<file path="config.mk">
export PLATFORM = sky130hd
export DESIGN_NAME = div_32
export DESIGN_NICKNAME = d
export VERILOG_FILES = /design/src/rtl/div_32.sv
export SDC_FILE = /design/constraint.sdc
export NUM_CORES = 1
export LEC_CHECK = 0
export ABC_AREA = 1
export CAP_MARGIN = 40
export CELL_PAD_IN_SITES_DETAIL_PLACEMENT = 1
export CELL_PAD_IN_SITES_GLOBAL_PLACEMENT = 1
export CORE_MARGIN = 2
export CORE_UTILIZATION = 44
export DETAILED_ROUTE_END_ITERATION = 10
export PLACE_DENSITY_LB_ADDON = 0.1
export SETUP_SLACK_MARGIN = 0.15
export SLEW_MARGIN = 20
export SYNTH_ARGS = -nofsm -noshare
export SYNTH_HDL_FRONTEND = slang
export SYNTH_SLANG_ARGS = --single-unit
</file>
<file path="constraint.sdc">
create_clock -name clk -period 4.7 [get_ports clk]
set_clock_uncertainty 0.2 [all_clocks]
set_input_delay 0.94 -clock clk [delete_from_list [all_inputs] [get_ports clk]]
set_output_delay 0.94 -clock clk [all_outputs]
set_load 0.01 [all_outputs]
</file>
<file path="src/rtl/div_32.sv">
// Iterative signed divider: radix-2 restoring, one quotient bit per clock.
// Saturates on divide-by-zero and on MIN / -1; fixed WIDTH+1 cycle latency.
module div_32 #(
    parameter int WIDTH = 32
) (
    input  logic             clk,
    input  logic             rst,
    input  logic             start,
    input  logic [WIDTH-1:0] A,
    input  logic [WIDTH-1:0] B,
    output logic             busy,
    output logic             done,
    output logic [WIDTH-1:0] Y,
    output logic [WIDTH-1:0] R,
    output logic             div_zero,
    output logic             sat
);

    localparam int CW = $clog2(WIDTH);
    localparam logic [WIDTH-1:0] MIN_V  = {1'b1, {(WIDTH-1){1'b0}}};
    localparam logic [WIDTH-1:0] MAX_V  = {1'b0, {(WIDTH-1){1'b1}}};
    localparam logic [WIDTH-1:0] ONES_V = {WIDTH{1'b1}};
    localparam logic [WIDTH-1:0] ZERO_V = {WIDTH{1'b0}};

    typedef enum logic [1:0] {
        IDLE = 2'd0,
        DIV  = 2'd1,
        FIN  = 2'd2
    } state_t;

    state_t           state_r, state_s;
    logic [CW-1:0]    count_r;
    logic [WIDTH-1:0] a_r, abs_b_r, rem_r, quo_r;
    logic             sign_q_r, sign_r_r, zero_r, ovf_r;
    logic [WIDTH+1:0] diff_s;

    // Magnitude as an unsigned WIDTH-bit value; MIN maps to 2^(WIDTH-1) exactly.
    function automatic logic [WIDTH-1:0] mag(input logic [WIDTH-1:0] v);
        mag = v[WIDTH-1] ? (ZERO_V - v) : v;
    endfunction

    // State register
    always_ff @(posedge clk) begin
        if (rst) begin
            state_r <= IDLE;
        end else begin
            state_r <= state_s;
        end
    end

    // Next-state logic and trial subtraction
    always_comb begin
        state_s = state_r;
        diff_s  = {1'b0, rem_r, quo_r[WIDTH-1]} - {2'b00, abs_b_r};
        case (state_r)
            IDLE: begin
                if (start) begin
                    state_s = DIV;
                end else begin
                    state_s = IDLE;
                end
            end
            DIV: begin
                if (count_r == CW'(WIDTH-1)) begin
                    state_s = FIN;
                end else begin
                    state_s = DIV;
                end
            end
            FIN:     state_s = IDLE;
            default: state_s = IDLE;
        endcase
    end

    // Operand capture, restoring iterations and result registration
    always_ff @(posedge clk) begin
        if (rst) begin
            count_r  <= {CW{1'b0}};
            a_r      <= ZERO_V;
            abs_b_r  <= ZERO_V;
            rem_r    <= ZERO_V;
            quo_r    <= ZERO_V;
            sign_q_r <= 1'b0;
            sign_r_r <= 1'b0;
            zero_r   <= 1'b0;
            ovf_r    <= 1'b0;
            busy     <= 1'b0;
            done     <= 1'b0;
            Y        <= ZERO_V;
            R        <= ZERO_V;
            div_zero <= 1'b0;
            sat      <= 1'b0;
        end else begin
            case (state_r)
                IDLE: begin
                    done <= 1'b0;
                    if (start) begin
                        a_r      <= A;
                        abs_b_r  <= mag(B);
                        quo_r    <= mag(A);
                        rem_r    <= ZERO_V;
                        sign_q_r <= A[WIDTH-1] ^ B[WIDTH-1];
                        sign_r_r <= A[WIDTH-1];
                        zero_r   <= (B == ZERO_V);
                        ovf_r    <= (A == MIN_V) && (B == ONES_V);
                        count_r  <= {CW{1'b0}};
                        busy     <= 1'b1;
                    end else begin
                        busy     <= 1'b0;
                    end
                end
                DIV: begin
                    done    <= 1'b0;
                    count_r <= count_r + {{(CW-1){1'b0}}, 1'b1};
                    // The dividend bits shift out of quo into rem as quotient bits shift in.
                    if (!diff_s[WIDTH+1]) begin
                        rem_r <= diff_s[WIDTH-1:0];
                        quo_r <= {quo_r[WIDTH-2:0], 1'b1};
                    end else begin
                        rem_r <= {rem_r[WIDTH-2:0], quo_r[WIDTH-1]};
                        quo_r <= {quo_r[WIDTH-2:0], 1'b0};
                    end
                end
                FIN: begin
                    busy <= 1'b0;
                    done <= 1'b1;
                    if (zero_r) begin
                        Y        <= a_r[WIDTH-1] ? MIN_V : MAX_V;
                        R        <= a_r;
                        div_zero <= 1'b1;
                        sat      <= 1'b1;
                    end else if (ovf_r) begin
                        Y        <= MAX_V;
                        R        <= ZERO_V;
                        div_zero <= 1'b0;
                        sat      <= 1'b1;
                    end else begin
                        Y        <= sign_q_r ? (ZERO_V - quo_r) : quo_r;
                        R        <= sign_r_r ? (ZERO_V - rem_r) : rem_r;
                        div_zero <= 1'b0;
                        sat      <= 1'b0;
                    end
                end
                default: begin
                    busy <= 1'b0;
                    done <= 1'b0;
                end
            endcase
        end
    end

endmodule

</file>
Word level (Yosys, flattened, before mapping)
Index checks and enable logic that the tools add are counted.
Widths: inputs -> output; s select.
{"block": "totals", "romBits": 0, "input_bits": 67, "memories": 0, "ramBits": 0, "latch_bits": 0, "elab_cells": 61, "reg_bits": 207}
{"block": "classes", "mux": 26, "bitwise_logic": 1, "div": 0, "n_shift": 0, "n_reduce_logical": 6, "n_mul": 0, "n_addsub": 6, "eq_ne": 6, "order_cmp": 0}
{"operator": "$mux 32", "count": 12}
{"operator": "$pmux 32 s2", "count": 2}
{"operator": "$sub 1x32->32 const A", "count": 4}
{"operator": "$eq 32x32->1 const B", "count": 2}
{"operator": "$sub 33x32->34", "count": 1}
{"operator": "$logic_not 32->1", "count": 1}
{"operator": "$pmux 5 s2", "count": 1}
{"operator": "$mux 1", "count": 7}
{"operator": "$add 5x1->5 const B", "count": 1}
{"operator": "$eq 5x5->1 const B", "count": 1}
{"operator": "$mux 5", "count": 1}
{"operator": "$pmux 2 s2", "count": 1}
{"operator": "$reduce_and 2->1", "count": 2}
{"operator": "$eq 2x1->1 const B", "count": 1}
{"operator": "$eq 2x2->1 const B", "count": 1}
{"operator": "$logic_not 2->1", "count": 1}
{"operator": "$mux 2", "count": 1}
{"operator": "$ne 2x2->1 const B", "count": 1}
{"operator": "$pmux 1 s2", "count": 1}
{"operator": "$reduce_bool 2->1", "count": 1}
{"operator": "$logic_and 1x1->1", "count": 1}
{"operator": "$xor 1x1->1", "count": 1}

Depth between registers and ports, before layout
Gate-level depths: netlist of run 1.
{"block": "depth", "depth_word": 4, "mapped_depth": 17}

Least setup slack after synthesis of run 1
Ideal clock, no wire load.
{"block": "synth_path", "path_type": "input-to-reg", "start": "in A[1]", "end": "reg quo_r[28]", "t_arrival_ps": 2134, "required_time_ps": 4391, "stages": 15, "setup_slack_ps": 2257, "path_cell_list": "inv_1 ha_1 inv_1 nor3_2 nand3_1 nor2_2 nand3_2 inv_1 nand3_1 nand2_1 nand2_1 nand2_1 nand3_1 nand2_1 inv_1"}
{"block": "synth_via", "elab_chain_cells": 4}
{"element": "start, declared", "line_no": "9", "source": "input logic [WIDTH-1:0] A,"}
{"element": "$sub 1x32->32", "line_no": "39", "source": "mag = v[WIDTH-1] ? (ZERO_V - v) : v;"}
{"element": "$mux 32", "line_no": "39"}
{"element": "$mux 32", "line_no": "97", "source": "if (start) begin"}
{"element": "$pmux 32 s2", "line_no": "94", "source": "case (state_r)"}
{"element": "end signal, assigned", "line_no": "100", "source": "quo_r <= mag(A);"}
{"element": "end signal, assigned", "line_no": "118", "source": "quo_r <= {quo_r[WIDTH-2:0], 1'b1};"}
{"element": "end signal, assigned", "line_no": "121", "source": "quo_r <= {quo_r[WIDTH-2:0], 1'b0};"}
{"element": "end, declared", "line_no": "33", "source": "logic [WIDTH-1:0] a_r, abs_b_r, rem_r, quo_r;"}
Every way passes these cells. The select of a mux whose other input is x is not followed.
A chain may end at the register's enable or synchronous reset.

Worst setup path in the final report of run 1
{"block": "layout_path", "start": "reg rem_r[20]", "end": "reg rem_r[12]"}
{"block": "layout_via", "elab_chain_cells": 3}
{"element": "start, declared", "line_no": "33"}
{"element": "start signal, assigned", "line_no": "117", "source": "rem_r <= diff_s[WIDTH-1:0];"}
{"element": "start signal, assigned", "line_no": "120", "source": "rem_r <= {rem_r[WIDTH-2:0], quo_r[WIDTH-1]};"}
{"element": "$sub 33x32->34", "line_no": "54", "source": "diff_s = {1'b0, rem_r, quo_r[WIDTH-1]} - {2'b00, abs_b_r};"}
{"element": "$mux 32", "line_no": "116", "source": "if (!diff_s[WIDTH+1]) begin"}
{"element": "$pmux 32 s2", "line_no": "94"}
Every way passes these cells.

==> results of run 1 <==
[per-layer routing]
metal	global-route usage [%]	wire, microns	share of wire, %	vias up
met5	0	0	0	-
met4	18.6	3430	5.9	0
met3	4.23	3050	5.2	158
met2	56.6	27100	46	511
met1	42.6	24900	43	7877
li1	-	-	-	7782
[kinds of logic after synthesis]
family,share of synthesized area [%]
adders and majority gates,3.56
and+or+nand+nor,38.1
DFF,28.9
buffers and inverters,11.9
AOI/OAI and AO/OA,15.4
xor gates and xnor gates,2.21
[sequential cells by signal, indices dropped and copies added, names as in the netlist]
register,count
sign_q_r,1
done,1
sat,1
busy,1
abs_b_r,32
R,32
state_r,2
div_zero,1
Y,32
zero_r,1
quo_r,32
ovf_r,1
a_r,32
count_r,5
rem_r,32
[through the flow]
| stage | total power, mW | area, sq um |
|---|---|---|
| after floorplan | 4.54 | 14300 |
| after global placement | 5.47 | 15900 |
| after detailed placement | 5.58 | 15900 |
| after CTS | 7.78 | 16900 |
| after global routing | 8.30 | 16900 |
| final | 7.84 | 16900 |
[power by group through the flow]
stage / Combinational [mW] / Clock, mW / Sequential [mW]
4_1_cts: 3.54 / 2.20 / 2.03
2_1_floorplan: 2.54 / 0 / 1.99
3_3_place_gp: 3.41 / 0 / 2.06
3_5_place_dp: 3.51 / 0 / 2.07
5_1_grt: 3.97 / 2.28 / 2.05
6_report: 3.61 / 2.19 / 2.04
[path summary, 6_finish.rpt]
kind / depth (start not counted) / endpoint / slack [ns]
max reg2reg: 10 / rem_r[12] / 1.50
max: 10 / rem_r[12] / 1.50
min: 2 / a_r[1] / 0.25
min reg2reg: 2 / a_r[1] / 0.25
[critical path: cells and delay by family (launching register included)]
| family | cells | cell delay [ns] |
|---|---|---|
| and+or+nand+nor | 7 | 1.55 |
| adders and majority gates | 1 | 0.39 |
| DFF | 1 | 0.62 |
| AOI/OAI and AO/OA | 2 | 0.37 |
[layout make-up]
class	count	share of cell area (%)
Sequential cell	206	24.4
Clock inverter	12	1.22
Clock buffer	33	4.30
Timing Repair Buffer	155	9.10
Multi-Input combinational cell	1720	50.3
Inverter	332	7.38
Tap cell	435	3.22
[layout by cell type, fill, tap and decap left out, types with 33 or more instances in the layout]
cell type                           n
sky130_fd_sc_hd__clkdlybuf4s50_1  133
sky130_fd_sc_hd__dfxtp_1          206
sky130_fd_sc_hd__nor2_1           220
sky130_fd_sc_hd__ha_1              39
sky130_fd_sc_hd__o21ai_0          131
sky130_fd_sc_hd__nor3_1            33
sky130_fd_sc_hd__nand2_1          661
sky130_fd_sc_hd__nand3_1          223
sky130_fd_sc_hd__a21oi_1          153
sky130_fd_sc_hd__inv_1            317
sky130_fd_sc_hd__nand4_1           44
==> impl_table.tex, run 1 <==
\begin{tabular}{lr}
\hline
Metric & Value \\
\hline
\multicolumn{2}{l}{\textbf{Worst hold path}} \\
Type of the worst min-delay path & register to register \\
Beginning of the worst hold path & a\_r[1] \\
\multicolumn{2}{l}{\textbf{Critical path}} \\
Crit path arrival time & 3.49 ns \\
Largest driver fanout on the critical path & 33 \\
RR Startpoint & rem\_r[20] \\
Launching element of the worst setup path & rem\_r[20] \\
Worst Setup End Kind & register \\
Req. time, crit path & about 5 ns \\
Slowest stage cell, crit path & sky130\_fd\_sc\_hd\_\_dfxtp\_1 \\
Critical-path cell list & ha\_1, nand2\_1, nor2\_4, a21oi\_2, nor2\_2, nor2\_8, nand2\_4, nand2\_1, nand3\_1, a21oi\_1 \\
Worst Setup Start Kind & register \\
Cell seen most often among critical-path stages & sky130\_fd\_sc\_hd\_\_nand2\_1 \\
Maximum single-stage delay on the critical path & approximately 0.62 ns \\
CP Class & register to register \\
\multicolumn{2}{l}{\textbf{Floorplanning}} \\
Core region area & 31800 sq um \\
DIE WIDTH & 184 microns \\
Y dimension of the die & 184 microns \\
Number of rows created at floorplan & 65 \\
Die footprint & about 34000 sq um \\
Initial standard-cell utilization of the core & 44.9\% \\
Boundary Pins & 135 \\
\multicolumn{2}{l}{\textbf{Detailed routing}} \\
Average detailed-routed wire length per instance & around 20 microns \\
Via count & around 16000 \\
Number of vias per cell & between 5 and 6 \\
Drt drc & 0 \\
Post-route antenna net violation count & 0 \\
Detailed-routing iteration count for the pre-antenna-repair pass & 6 \\
Routed WL & 58.6 mm \\
Drt initial violations & 1199 \\
\multicolumn{2}{l}{\textbf{Synth}} \\
Number of distinct library cells after synthesis & 52 \\
Sequential-to-total area share from yosys stat & 28.9\% \\
Library cell occupying the most area in the post-synthesis netlist & sky130\_fd\_sc\_hd\_\_dfxtp\_1 \\
Post-Synthesis Cells & $\sim$2400 \\
Most used standard cells in the synthesized netlist & sky130\_fd\_sc\_hd\_\_nand2\_1, sky130\_fd\_sc\_hd\_\_inv\_1, sky130\_fd\_sc\_hd\_\_nand3\_1 \\
Count of flip-flops with a built-in enable after synthesis & 0 \\
Main flop type after synthesis & sky130\_fd\_sc\_hd\_\_dfxtp\_1 \\
Synth Cell Area & roughly 14000 sq um \\
Main area contributors after synthesis & sky130\_fd\_sc\_hd\_\_dfxtp\_1, sky130\_fd\_sc\_hd\_\_nand2\_1, sky130\_fd\_sc\_hd\_\_inv\_1 \\
Warnings from Yosys & 0 \\
Net count of the mapped netlist & between 2000 and 2500 \\
Proportion of netlist area held by the largest area contributor & 28.9\% \\
Share of flip-flops with an asynchronous set or reset after synthesis & 0\% \\
Most frequent cell after synthesis & sky130\_fd\_sc\_hd\_\_nand2\_1 \\
Avg Cell Area, Syn & slightly above 6 sq um \\
FF+latch count, synth & around 200 \\
\multicolumn{2}{l}{\textbf{Clock network}} \\
Post-CTS resize count & 0 \\
Clock insertion delay at the later pin of the skew report & 0.56 ns \\
Bufs on Longest Clock Path & 3 \\
TritonCTS sink count & about 200 \\
Number of buffers added to fix hold violations after cts & 0 \\
\# Post-CTS Setup Buffers & 0 \\
Root buf cell & sky130\_fd\_sc\_hd\_\_clkbuf\_16 \\
CTS buffer count & 25 \\
H-tree Lvls & 1 \\
CTS tree & yes \\
CTS clock-pin slew for the worst setup and hold paths & roughly 0.060 ns \\
\multicolumn{2}{l}{\textbf{Power}} \\
Share of power burned in registers & about a quarter \\
Gate power share & $\sim$46\% \\
Share of power burned in the clock network & between 20\% and 30\% \\
Max VDD drop & roughly 0.26 mV \\
Internal & around 4.3 mW \\
Switching pwr & $\sim$3.5 mW \\
Lkg Pwr & a little under 8 nW \\
Switching portion of total power & 44.7\% \\
Pwr per Cell Area & between 400 and 500 nW/um\^{}2 \\
\multicolumn{2}{l}{\textbf{Timing}} \\
Final-report hold violation count & 0 \\
Worst Hold Slack & between 0.2 and 0.25 ns \\
Tightest Pin Transition & about 0.88 ns \\
Highest clock rate & $\sim$0.31 GHz \\
Rel. slew slack & around two fifths \\
Clock period minus final worst setup slack & around 3.2 ns \\
Max-slew violation count & 0 \\
Setup TNS & 0 ns \\
Final worst-path cycle share & roughly two thirds \\
Final number of setup-violating endpoints & 0 \\
Fin worst setup slack & between 1 and 1.5 ns \\
Unrepaired setup endpoints after global routing & no \\
\multicolumn{2}{l}{\textbf{Layout}} \\
Syn-to-layout area delta & 18.2\% \\
Share of layout cells above drive strength 1 & slightly below 6\% \\
Final core area utilization & 53.1\% \\
Area used by sequential logic in the layout & 4120 sq um \\
Multi-input combinational cell area & roughly 8500 sq um \\
Antenna cells & 0 \\
Post-route insts no fill & slightly below 3000 \\
Final Net Count & 2547 \\
Layout fillers & around 4400 \\
\multicolumn{2}{l}{\textbf{Placement}} \\
Instance count after placement with tap cells included & 2847 \\
Total half-perimeter wirelength after legalization and detailed placement & $\sim$45 mm \\
DP Worst Slack & 1.30 ns \\
Weighted congestion at the end of routability-driven global placement & roughly 0.96 \\
Buffers added on ports & between 100 and 150 \\
\multicolumn{2}{l}{\textbf{Status}} \\
Outcome & completed \\
\multicolumn{2}{l}{\textbf{Flow run}} \\
Max-Cap Viols & 0 \\
\multicolumn{2}{l}{\textbf{Global route}} \\
Maximum number of pins on one net before global-route repair & 73 \\
Wire length of the first global-routing pass & roughly 90 mm \\
Global Route Usage Sum & between 30\% and 40\% \\
GR Overflow Total & 0 \\
Number of global-route vias before repair & 16417 \\
Number of antenna violations at the first check in global routing & 0 \\
\hline
\end{tabular}
Note: power is estimated with default switching activity, not from simulation.
==> run 2: changes to the inputs <==
--- a/config.mk
+++ b/config.mk
@@ -10,7 +10,7 @@
 export CELL_PAD_IN_SITES_DETAIL_PLACEMENT = 1
 export CELL_PAD_IN_SITES_GLOBAL_PLACEMENT = 1
 export CORE_MARGIN = 2
-export CORE_UTILIZATION = 44
+export CORE_UTILIZATION = 37
 export DETAILED_ROUTE_END_ITERATION = 10
 export PLACE_DENSITY_LB_ADDON = 0.1
 export SETUP_SLACK_MARGIN = 0.15
==> constraint.sdc (replaced) <==
create_clock -name clk -period 2.7 [get_ports clk]
set_clock_uncertainty 0.2 [all_clocks]
set_input_delay 0.54 -clock clk [delete_from_list [all_inputs] [get_ports clk]]
set_output_delay 0.54 -clock clk [all_outputs]
set_load 0.01 [all_outputs]
==> run 2 against run 1 <==
Compared with the run above:
- highest routed layer unchanged
- utilization down 5.7 points
- sequential power grew 72%
- critical path type unchanged
- fmax rose by 29%
==> impl_table.tex, run 2 (synthesis results as in run 1) <==
\begin{tabular}{lr}
\hline
Metric & Value \\
\hline
\multicolumn{2}{l}{\textbf{Status}} \\
Outcome & completed \\
\multicolumn{2}{l}{\textbf{Detailed routing}} \\
Met3 routed WL & 1.92 mm (-37\%) \\
Total routed wire length on the met1 layer & 25.6 mm (+2.7\%) \\
Via count & 16228 (-0.61\%) \\
Drt initial violations & 722 (-40\%) \\
Number of vias per cell & 5.29 (-6.2\%) \\
Average detailed-routed wire length per instance & 19.0 microns (-6.0\%) \\
Drt drc & 0 (unchanged) \\
Amount of wire on met2 after detailed routing & 28.5 mm (+5.1\%) \\
Detailed-routing iteration count for the pre-antenna-repair pass & 5 (-1) \\
Top layer used by detailed routing & met4 \\
Routed WL & 58.3 mm (-0.43\%) \\
Post-route antenna net violation count & 0 (unchanged) \\
\multicolumn{2}{l}{\textbf{Timing}} \\
Final worst-path cycle share & 91.8\% (+24 points) \\
Setup TNS & 0 ns (unchanged) \\
Fin worst setup slack & 0.222 ns (-1.28 ns) \\
Clock period minus final worst setup slack & 2.48 ns (-0.725 ns) \\
Tightest Pin Transition & 0.743 ns (-0.136 ns) \\
Final number of setup-violating endpoints & 0 (unchanged) \\
Unrepaired setup endpoints after global routing & yes \\
Rel. slew slack & 50.4\% (+9.6 points) \\
Final-report hold violation count & 0 (unchanged) \\
Max-slew violation count & 0 (unchanged) \\
Highest clock rate & 0.404 GHz (+29\%) \\
Worst Hold Slack & 0.0510 ns (-0.197 ns) \\
\multicolumn{2}{l}{\textbf{Floorplanning}} \\
Die footprint & 40200 sq um (+18\%) \\
Boundary Pins & 135 (unchanged) \\
Y dimension of the die & 200 microns (+8.9\%) \\
Initial standard-cell utilization of the core & 37.8\% (-7.2 points) \\
Core region area & 37800 sq um (+19\%) \\
DIE WIDTH & 200 microns (+8.9\%) \\
Number of rows created at floorplan & 71 (+9.2\%) \\
\multicolumn{2}{l}{\textbf{Worst hold path}} \\
Type of the worst min-delay path & primary input to register \\
Hold Crit Depth & 2 (unchanged) \\
\multicolumn{2}{l}{\textbf{Clock network}} \\
CTS buffer count & 27 (+8.0\%) \\
Clock insertion delay at the later pin of the skew report & 0.55 ns (about the same) \\
CTS clock-pin slew for the worst setup and hold paths & 0.06 ns (about the same) \\
CTS tree & yes \\
Number of buffers added to fix hold violations after cts & 0 (unchanged) \\
H-tree Lvls & 1 (unchanged) \\
TritonCTS sink count & 206 (unchanged) \\
Root buf cell & sky130\_fd\_sc\_hd\_\_clkbuf\_16 \\
Bufs on Longest Clock Path & 3 (unchanged) \\
\multicolumn{2}{l}{\textbf{Power}} \\
Max VDD drop & 0.455 mV (+75\%) \\
Pwr per Cell Area & 768 nW/um\^{}2 (+65\%) \\
Lkg Pwr & 8.28 nW (+6.0\%) \\
\multicolumn{2}{l}{\textbf{Layout}} \\
Syn-to-layout area delta & 25.6\% \\
Top library cells by usage in the layout, fill and taps aside & sky130\_fd\_sc\_hd\_\_nand2\_1, sky130\_fd\_sc\_hd\_\_inv\_1, sky130\_fd\_sc\_hd\_\_nand3\_1 \\
Final core area utilization & 47.4\% (-5.7 points) \\
Final Net Count & 2644 (+3.8\%) \\
Layout fillers & 5111 (+16\%) \\
Antenna cells & 0 (unchanged) \\
Share of layout cells above drive strength 1 & 11.6\% (+5.7 points) \\
Most common library cell in the layout ignoring fill and taps & sky130\_fd\_sc\_hd\_\_nand2\_1 \\
Final instance area & 17900 sq um (+6.3\%) \\
\multicolumn{2}{l}{\textbf{Placement}} \\
Area of placed instances & 16700 sq um (+5.2\%) \\
Buffers added on ports & 134 (unchanged) \\
Total half-perimeter wirelength after legalization and detailed placement & 45.7 mm (+2.7\%) \\
DP Worst Slack & -0.165 ns (-1.47 ns) \\
Weighted congestion at the end of routability-driven global placement & 0.920 (-3.8\%) \\
\multicolumn{2}{l}{\textbf{Global route}} \\
Number of antenna violations at the first check in global routing & 0 (unchanged) \\
Number of global-route vias before repair & 16815 (+2.4\%) \\
Wire length of the first global-routing pass & 91.7 mm (+2.1\%) \\
Global Route Usage Sum & 28.3\% (-5.6 points) \\
Maximum number of pins on one net before global-route repair & 89 (+22\%) \\
GR Overflow Total & 0 (unchanged) \\
\multicolumn{2}{l}{\textbf{Critical path}} \\
Worst Setup End Kind & register \\
Worst Setup Start Kind & register \\
Length in cells of the worst reg-to-reg path & 14 (+4) \\
Reg2reg setup slack & 0.22 ns (-1.28 ns) \\
Crit path arrival time & 2.66 ns (-0.83 ns) \\
Largest driver fanout on the critical path & 9 (-73\%) \\
Critical-path cell list & inv\_1, ha\_4, nand2\_1, nor2\_2, nand3\_1, nand3\_2, nand2\_2, nand2\_2, nand2\_4, nand2\_8, buf\_4, nand2\_1, nand3\_1, a21oi\_1 \\
Req. time, crit path & 2.89 ns (-2.10 ns) \\
CP Class & register to register \\
Maximum single-stage delay on the critical path & 0.35 ns (-0.27 ns) \\
Slowest stage cell, crit path & sky130\_fd\_sc\_hd\_\_ha\_4 \\
\multicolumn{2}{l}{\textbf{Flow run}} \\
Max-Cap Viols & 0 (unchanged) \\
\hline
\end{tabular}
[run 2: layout make-up]
cell class              count  area, sq um  share of cell area (%)
clock buffers              34          732                    4.08
clock inverters            13          105                   0.586
inverters                 332         1250                    6.95
multi-input cells        1720         8780                    48.9
flip-flops and latches    206         4140                    23.1
well taps                 511          639                    3.56
repair buffers            250         2300                    12.8
[run 2: timing repair]
item / CTS / global route
endpoints found under the setup margin: 20 / 37
pin swaps: 1 / 6
gates resized for setup: 12 / 61
buffers inserted: 0 / 4
[run 2: metrics by stage]
step,instances,total power [mW]
6_report,3066,13.8
2_1_floorplan,2358,7.90
5_1_grt,3066,14.8
3_3_place_gp,3015,9.80
3_5_place_dp,3015,9.91
4_1_cts,3062,13.5
[run 2: report_power, final]
group / internal (mW) / total [mW] / switching, mW
Combinational: 2.47 / 6.82 / 4.36
Sequential: 3.26 / 3.51 / 0.245
Clock: 2.01 / 3.45 / 1.44
Total: 7.74 / 13.8 / 6.05
[run 2: critical path: cells and delay by family (launching register included)]
family,cells,cell delay [ns]
buf+inv,2,0.31
fa+ha+maj,1,0.35
compound gates,1,0.09
simple gates,10,1.04
flops,1,0.34
[run 2: layer usage]
metal	vias to the layer above	track usage, %
li1	8002	-
met1	7843	35.3
met2	289	50.6
met3	94	2.84
met4	0	10.1
met5	-	0
[run 2: worst paths after layout]
kind              startpoint   endpoint
hold reg to reg      a_r[16]    a_r[16]
hold / removal           rst       done
setup reg to reg  abs_b_r[5]  rem_r[21]
setup / recovery  abs_b_r[5]  rem_r[21]
